--- src/rtl/clz_restore.sv ---
// Pipelined right-shifter that undoes leading-zero normalisation: out_data = in_norm >> in_count.
// Optional travelling sticky bit (OR of shifted-out bits) when CLZ_RESTORE_STICKY_EN is defined.
module clz_restore #(
    parameter  int bits_in  = 16,
    localparam int bits_out = $clog2(bits_in)
) (
    input  logic                clk,
    input  logic                rst,
    input  logic                in_valid,
    output logic                in_ready,
    input  logic [bits_in-1:0]  in_norm,
    input  logic [bits_out-1:0] in_count,
    input  logic                in_zero,
    output logic                out_valid,
    input  logic                out_ready,
    output logic [bits_in-1:0]  out_data,
    output logic [bits_in-1:0]  out_onehot
`ifdef CLZ_RESTORE_STICKY_EN
    ,
    output logic                out_sticky
`endif
);
    localparam int NS = bits_out - 1;
    localparam logic [bits_in-1:0] MSB_ONE = {1'b1, {(bits_in-1){1'b0}}};

    // Stages 0..NS-1 are internal; stage NS is the output register set.
    logic [NS-1:0]       r_vld;
    logic [NS-1:0]       r_zero;
    logic [bits_in-1:0]  r_data [NS];
    logic [bits_out-1:0] r_cnt  [NS];

    logic                r_out_valid;
    logic [bits_in-1:0]  r_out_data;
    logic [bits_in-1:0]  r_out_onehot;

    logic                w_advance;
    logic                w_keep;
    logic [bits_out-1:0] w_src_vld;
    logic [bits_out-1:0] w_src_zero;
    logic [bits_in-1:0]  w_src_data   [bits_out];
    logic [bits_out-1:0] w_src_cnt    [bits_out];
    logic [bits_in-1:0]  w_shift_data [bits_out];

`ifdef CLZ_RESTORE_STICKY_EN
    logic [NS-1:0]       r_stk;
    logic                r_out_sticky;
    logic [bits_out-1:0] w_src_stk;
    logic [bits_out-1:0] w_shift_stk;
`endif

    assign w_advance = ~r_out_valid | out_ready;
    assign in_ready  = w_advance & ~rst;

    always_comb begin
        w_src_vld[0]  = in_valid;
        w_src_zero[0] = in_zero;
        w_src_data[0] = in_norm;
        w_src_cnt[0]  = in_count;
        for (int k = 1; k < bits_out; k++) begin
            w_src_vld[k]  = r_vld[k-1];
            w_src_zero[k] = r_zero[k-1];
            w_src_data[k] = r_data[k-1];
            w_src_cnt[k]  = r_cnt[k-1];
        end
        for (int k = 0; k < bits_out; k++) begin
            w_shift_data[k] = w_src_cnt[k][k] ? (w_src_data[k] >> (1 << k)) : w_src_data[k];
        end
    end

`ifdef CLZ_RESTORE_STICKY_EN
    always_comb begin
        w_src_stk[0] = 1'b0;
        for (int k = 1; k < bits_out; k++) begin
            w_src_stk[k] = r_stk[k-1];
        end
        for (int k = 0; k < bits_out; k++) begin
            w_shift_stk[k] = w_src_stk[k] | (w_src_cnt[k][k] &
                             (|(w_src_data[k] & ~({bits_in{1'b1}} << (1 << k)))));
        end
    end
`endif

    // Zero operands and bubbles leave the output registers cleared.
    assign w_keep = w_src_vld[NS] & ~w_src_zero[NS];

    always_ff @(posedge clk) begin
        if (rst) begin
            r_vld        <= '0;
            r_out_valid  <= 1'b0;
            r_out_data   <= '0;
            r_out_onehot <= '0;
`ifdef CLZ_RESTORE_STICKY_EN
            r_out_sticky <= 1'b0;
`endif
        end else if (w_advance) begin
            for (int k = 0; k < NS; k++) begin
                r_vld[k]  <= w_src_vld[k];
                r_zero[k] <= w_src_zero[k];
                r_data[k] <= w_shift_data[k];
                r_cnt[k]  <= w_src_cnt[k];
`ifdef CLZ_RESTORE_STICKY_EN
                r_stk[k]  <= w_shift_stk[k];
`endif
            end
            r_out_valid  <= w_src_vld[NS];
            r_out_data   <= w_keep ? w_shift_data[NS] : '0;
            r_out_onehot <= w_keep ? (MSB_ONE >> w_src_cnt[NS]) : '0;
`ifdef CLZ_RESTORE_STICKY_EN
            r_out_sticky <= w_keep & w_shift_stk[NS];
`endif
        end
    end

    assign out_valid  = r_out_valid;
    assign out_data   = r_out_data;
    assign out_onehot = r_out_onehot;
`ifdef CLZ_RESTORE_STICKY_EN
    assign out_sticky = r_out_sticky;
`endif

endmodule

--- config.mk ---
export PLATFORM = sky130hd
export DESIGN_NAME = clz_restore
export DESIGN_NICKNAME = d
export VERILOG_FILES = /design/src/rtl/clz_restore.sv
export SDC_FILE = /design/constraint.sdc
export NUM_CORES = 1
export LEC_CHECK = 0
export ABC_AREA = 1
export BUFFER_PORTS_ARGS = -buffer_cell sky130_fd_sc_hd__buf_2
export CORE_ASPECT_RATIO = 1.75
export CORE_MARGIN = 2
export CORE_UTILIZATION = 56
export CTS_CLUSTER_DIAMETER = 60
export CTS_CLUSTER_SIZE = 20
export DETAILED_ROUTE_END_ITERATION = 10
export PLACE_DENSITY = 0.78
export SLEW_MARGIN = 20
export SYNTH_ARGS = -nofsm -noshare
export SYNTH_HDL_FRONTEND = slang
export SYNTH_SLANG_ARGS = --single-unit
--- constraint.sdc ---
create_clock -name clk -period 6.07 [get_ports clk]
set_clock_uncertainty 0.15 [all_clocks]
set_input_delay 1.214 -clock clk [delete_from_list [all_inputs] [get_ports clk]]
set_output_delay 1.214 -clock clk [all_outputs]
set_load 0.01 [all_outputs]
==> summary.md <==
| Metric | Value |
|---|---|
| Ys async rst share | `0` |
| Final hold slack | `0.268 ns` |
| Via count | `roughly 2700` |
| Design Area, Final | `roughly 4600 sq um` |
| TNS Setup | `0 ns` |
| P_sw | `284 uW` |
| Die height | `117 um` |
| Vias in the first global route | `~2400` |
| Fin. max-slew vios | `0` |
| Unique cell type count in the Yosys netlist | `18` |
| Slew headroom | `0.414` |
| Final Hold Viols | `0` |
| Static Leak | `1.83 nW` |
| Layout cell share with drive strength beyond 1 | `0.266` |
| Clock power share | `0.376` |
| CTS H-Tree Depth | `3` |
| Combinational share of power | `0.054` |
| Maximum fanout along the worst path | `between 60 and 70` |
| Post-cts sizing count | `0` |
| Worst Setup End Kind | `output port` |
| # diodes | `0` |
| Switching share of total power | `0.209` |
| Post-layout nets | `about 460` |
| Worst setup margin | `roughly 2.0 ns` |
| Area after DPL | `4300 sq um` |
| Clk_lat worst skew | `roughly 0.33 ns` |
| Mean Syn Cell Area | `~10 sq um` |
| Layout area overhead | `12.7%` |
| Register share of total power | `0.570` |
| Post-cts hold buffer count | `0` |
| Detailed-route DRC error count | `0` |
| I/O Pins | `roughly 60` |
| Critical Path AT | `roughly 2.7 ns` |
| Cell Pwr Density | `between 200 and 300 nW/um^2` |
| RePlAce Congestion | `between 0.8 and 0.9` |
| CTS tree | `yes` |
| Vias per cell | `~5.1` |
| WL/cell | `roughly 12 um` |
| FF+latch count, synth | `between 90 and 100` |
| Post-synthesis cell count | `just under 400` |
| Dpl hpwl | `approximately 4100 um` |
| Critical path type | `input pin to output port` |
| Total core area | `slightly above 7000 sq um` |
| Register area share after synthesis | `0.644` |
| Max-cap viol count | `0` |
| Number of fill cells | `545` |
| Placed instance count | `around 500` |
| Die area | `7970 sq um` |
| First-pass GRT wire length | `9820 um` |
| Worst-path clk slew | `roughly 0.06 ns` |
| Nature of the critical path startpoint | `input pin` |
| GR Overflow Total | `0` |
| Maximum vdd drop | `0.209 mV` |
| Initial Utilization | `0.569` |
| Setup Fix Bufs, Post-CTS | `0` |
| Drt first pass iters | `5` |
| Site Rows | `41` |
| Post-synth EDFFs | `63` |
| GR Util All Layers | `0.168` |
| Final Non-Filler Cells | `around 530` |
| Status | `finished clean` |
| Max Clk Rate | `between 200 and 250 MHz` |
| CTS Sinks | `between 90 and 100` |
| Period utilisation layout | `0.663` |
| Die width | `around 68 um` |
| Worst min-delay path category | `flop to flop` |
| Synth Flop Type | `edfxtp_1` |
| Fin crit period | `between 4 and 5 ns` |
| Total Routed Length | `between 6000 and 7000 um` |
| RSZ-0062 raised after global routing | `false` |
| Data required, critical path | `4.71 ns` |
| Synth warn | `0` |
| Final setup vio count | `0` |
| Root Buffer | `clkbuf_16` |
| Pre-CTS WS | `around 2 ns` |
| Largest net degree at the start of global routing | `65` |
| IO Port Bufs | `58` |
| Clock Path Buffers | `2` |
| Initial antenna violation count | `0` |
| Netlist Area Pre-Place | `4060 sq um` |
| Starting DRT DRC Count | `approximately 180` |
| Slew @ Worst Pin | `0.879 ns` |
| Net count after synthesis | `414` |
| Cts bufs inserted | `9` |
| P_int | `about 1.1 mW` |
| Antenna Nets Post-Route | `0` |
sequential cells by signal, summed over array words and instances, names as in the netlist:
signal and flops:
r_vld 3, out_valid 1, r_zero 3, out_data 16, r_cnt 12, r_data 48
out_onehot 16
per-layer routing:
layer  track usage  vias up  wire (um)
li1              -     1380          -
met4         0.100        0        215
met1         0.154     1214       2370
met2         0.311       65       3360
met3        0.0501       21        231
met5             0        -          0
cell families after synthesis:
group | share of synthesized area
AO/OA/AOI/OAI | 0.114
buffers and inverters | 0.0731
flip-flops | 0.644
AND/OR/NAND/NOR | 0.169
cell type report:
| cell class | count | area, sq um | area share |
|---|---|---|---|
| clock inverters | 3 | 13.8 | 0.00301 |
| clock buffers | 12 | 256 | 0.0561 |
| multi-input cells | 234 | 1150 | 0.253 |
| repair buffers | 60 | 305 | 0.0668 |
| well taps | 86 | 108 | 0.0235 |
| inverters | 32 | 120 | 0.0263 |
| flip-flops and latches | 99 | 2610 | 0.572 |
stage by stage:
stage	power [mW]	utilization
5_1_grt	1.42	0.641
3_3_place_gp	0.858	0.603
4_1_cts	1.37	0.641
2_1_floorplan	0.844	-
6_report	1.36	0.641
3_5_place_dp	0.863	0.603
path summary, 6_finish.rpt:
path                                 from            end  slack [ns]  cells past startpoint
worst max-delay path                  rst       in_ready        2.04                      4
worst min-delay path            r_zero[0]      r_zero[1]        0.27                      0
worst max register to register  out_valid  r_data[0][41]        4.08                      5
worst min register to register  r_zero[0]      r_zero[1]        0.27                      0
worst max-delay path: stages:
cell	delay, ns
buf_2	0.37
nor2_4	0.19
buf_4	0.59
buf_2	0.26
placed cells by master (no fill, tap or decap):
master	n
clkinv_2	2
clkbuf_1	1
buf_4	2
edfxtp_1	63
clkbuf_8	2
clkinv_1	1
dfxtp_1	36
clkbuf_16	9
a211oi_1	1
a21oi_2	20
nand2_2	20
inv_1	31
nand3_1	24
nor2_1	40
inv_2	1
nor2_4	3
buf_2	58
a21oi_1	39
o21ai_0	17
nand2_1	70
cell usage after synthesis, types with 5 or more instances:
| master | count | area [sq um] |
|---|---|---|
| a21oi_1 | 39 | 195 |
| a21oi_2 | 20 | 175 |
| buf_2 | 10 | 50.1 |
| clkbuf_1 | 5 | 18.8 |
| dfxtp_1 | 36 | 721 |
| edfxtp_1 | 63 | 1890 |
| inv_1 | 31 | 116 |
| nand2_1 | 70 | 263 |
| nand2_2 | 20 | 125 |
| nand3_1 | 24 | 120 |
| nor2_1 | 41 | 154 |
| o21ai_0 | 17 | 85.1 |
power by group through the flow:
stage	logic, mW	clock network, mW	registers (mW)
after floorplan	0.0622	0	0.782
after global placement	0.0697	0	0.788
after detailed placement	0.0727	0	0.790
after CTS	0.0734	0.522	0.775
after global routing	0.0843	0.552	0.778
final	0.0731	0.512	0.775
Power figures use the tool's default switching activity.
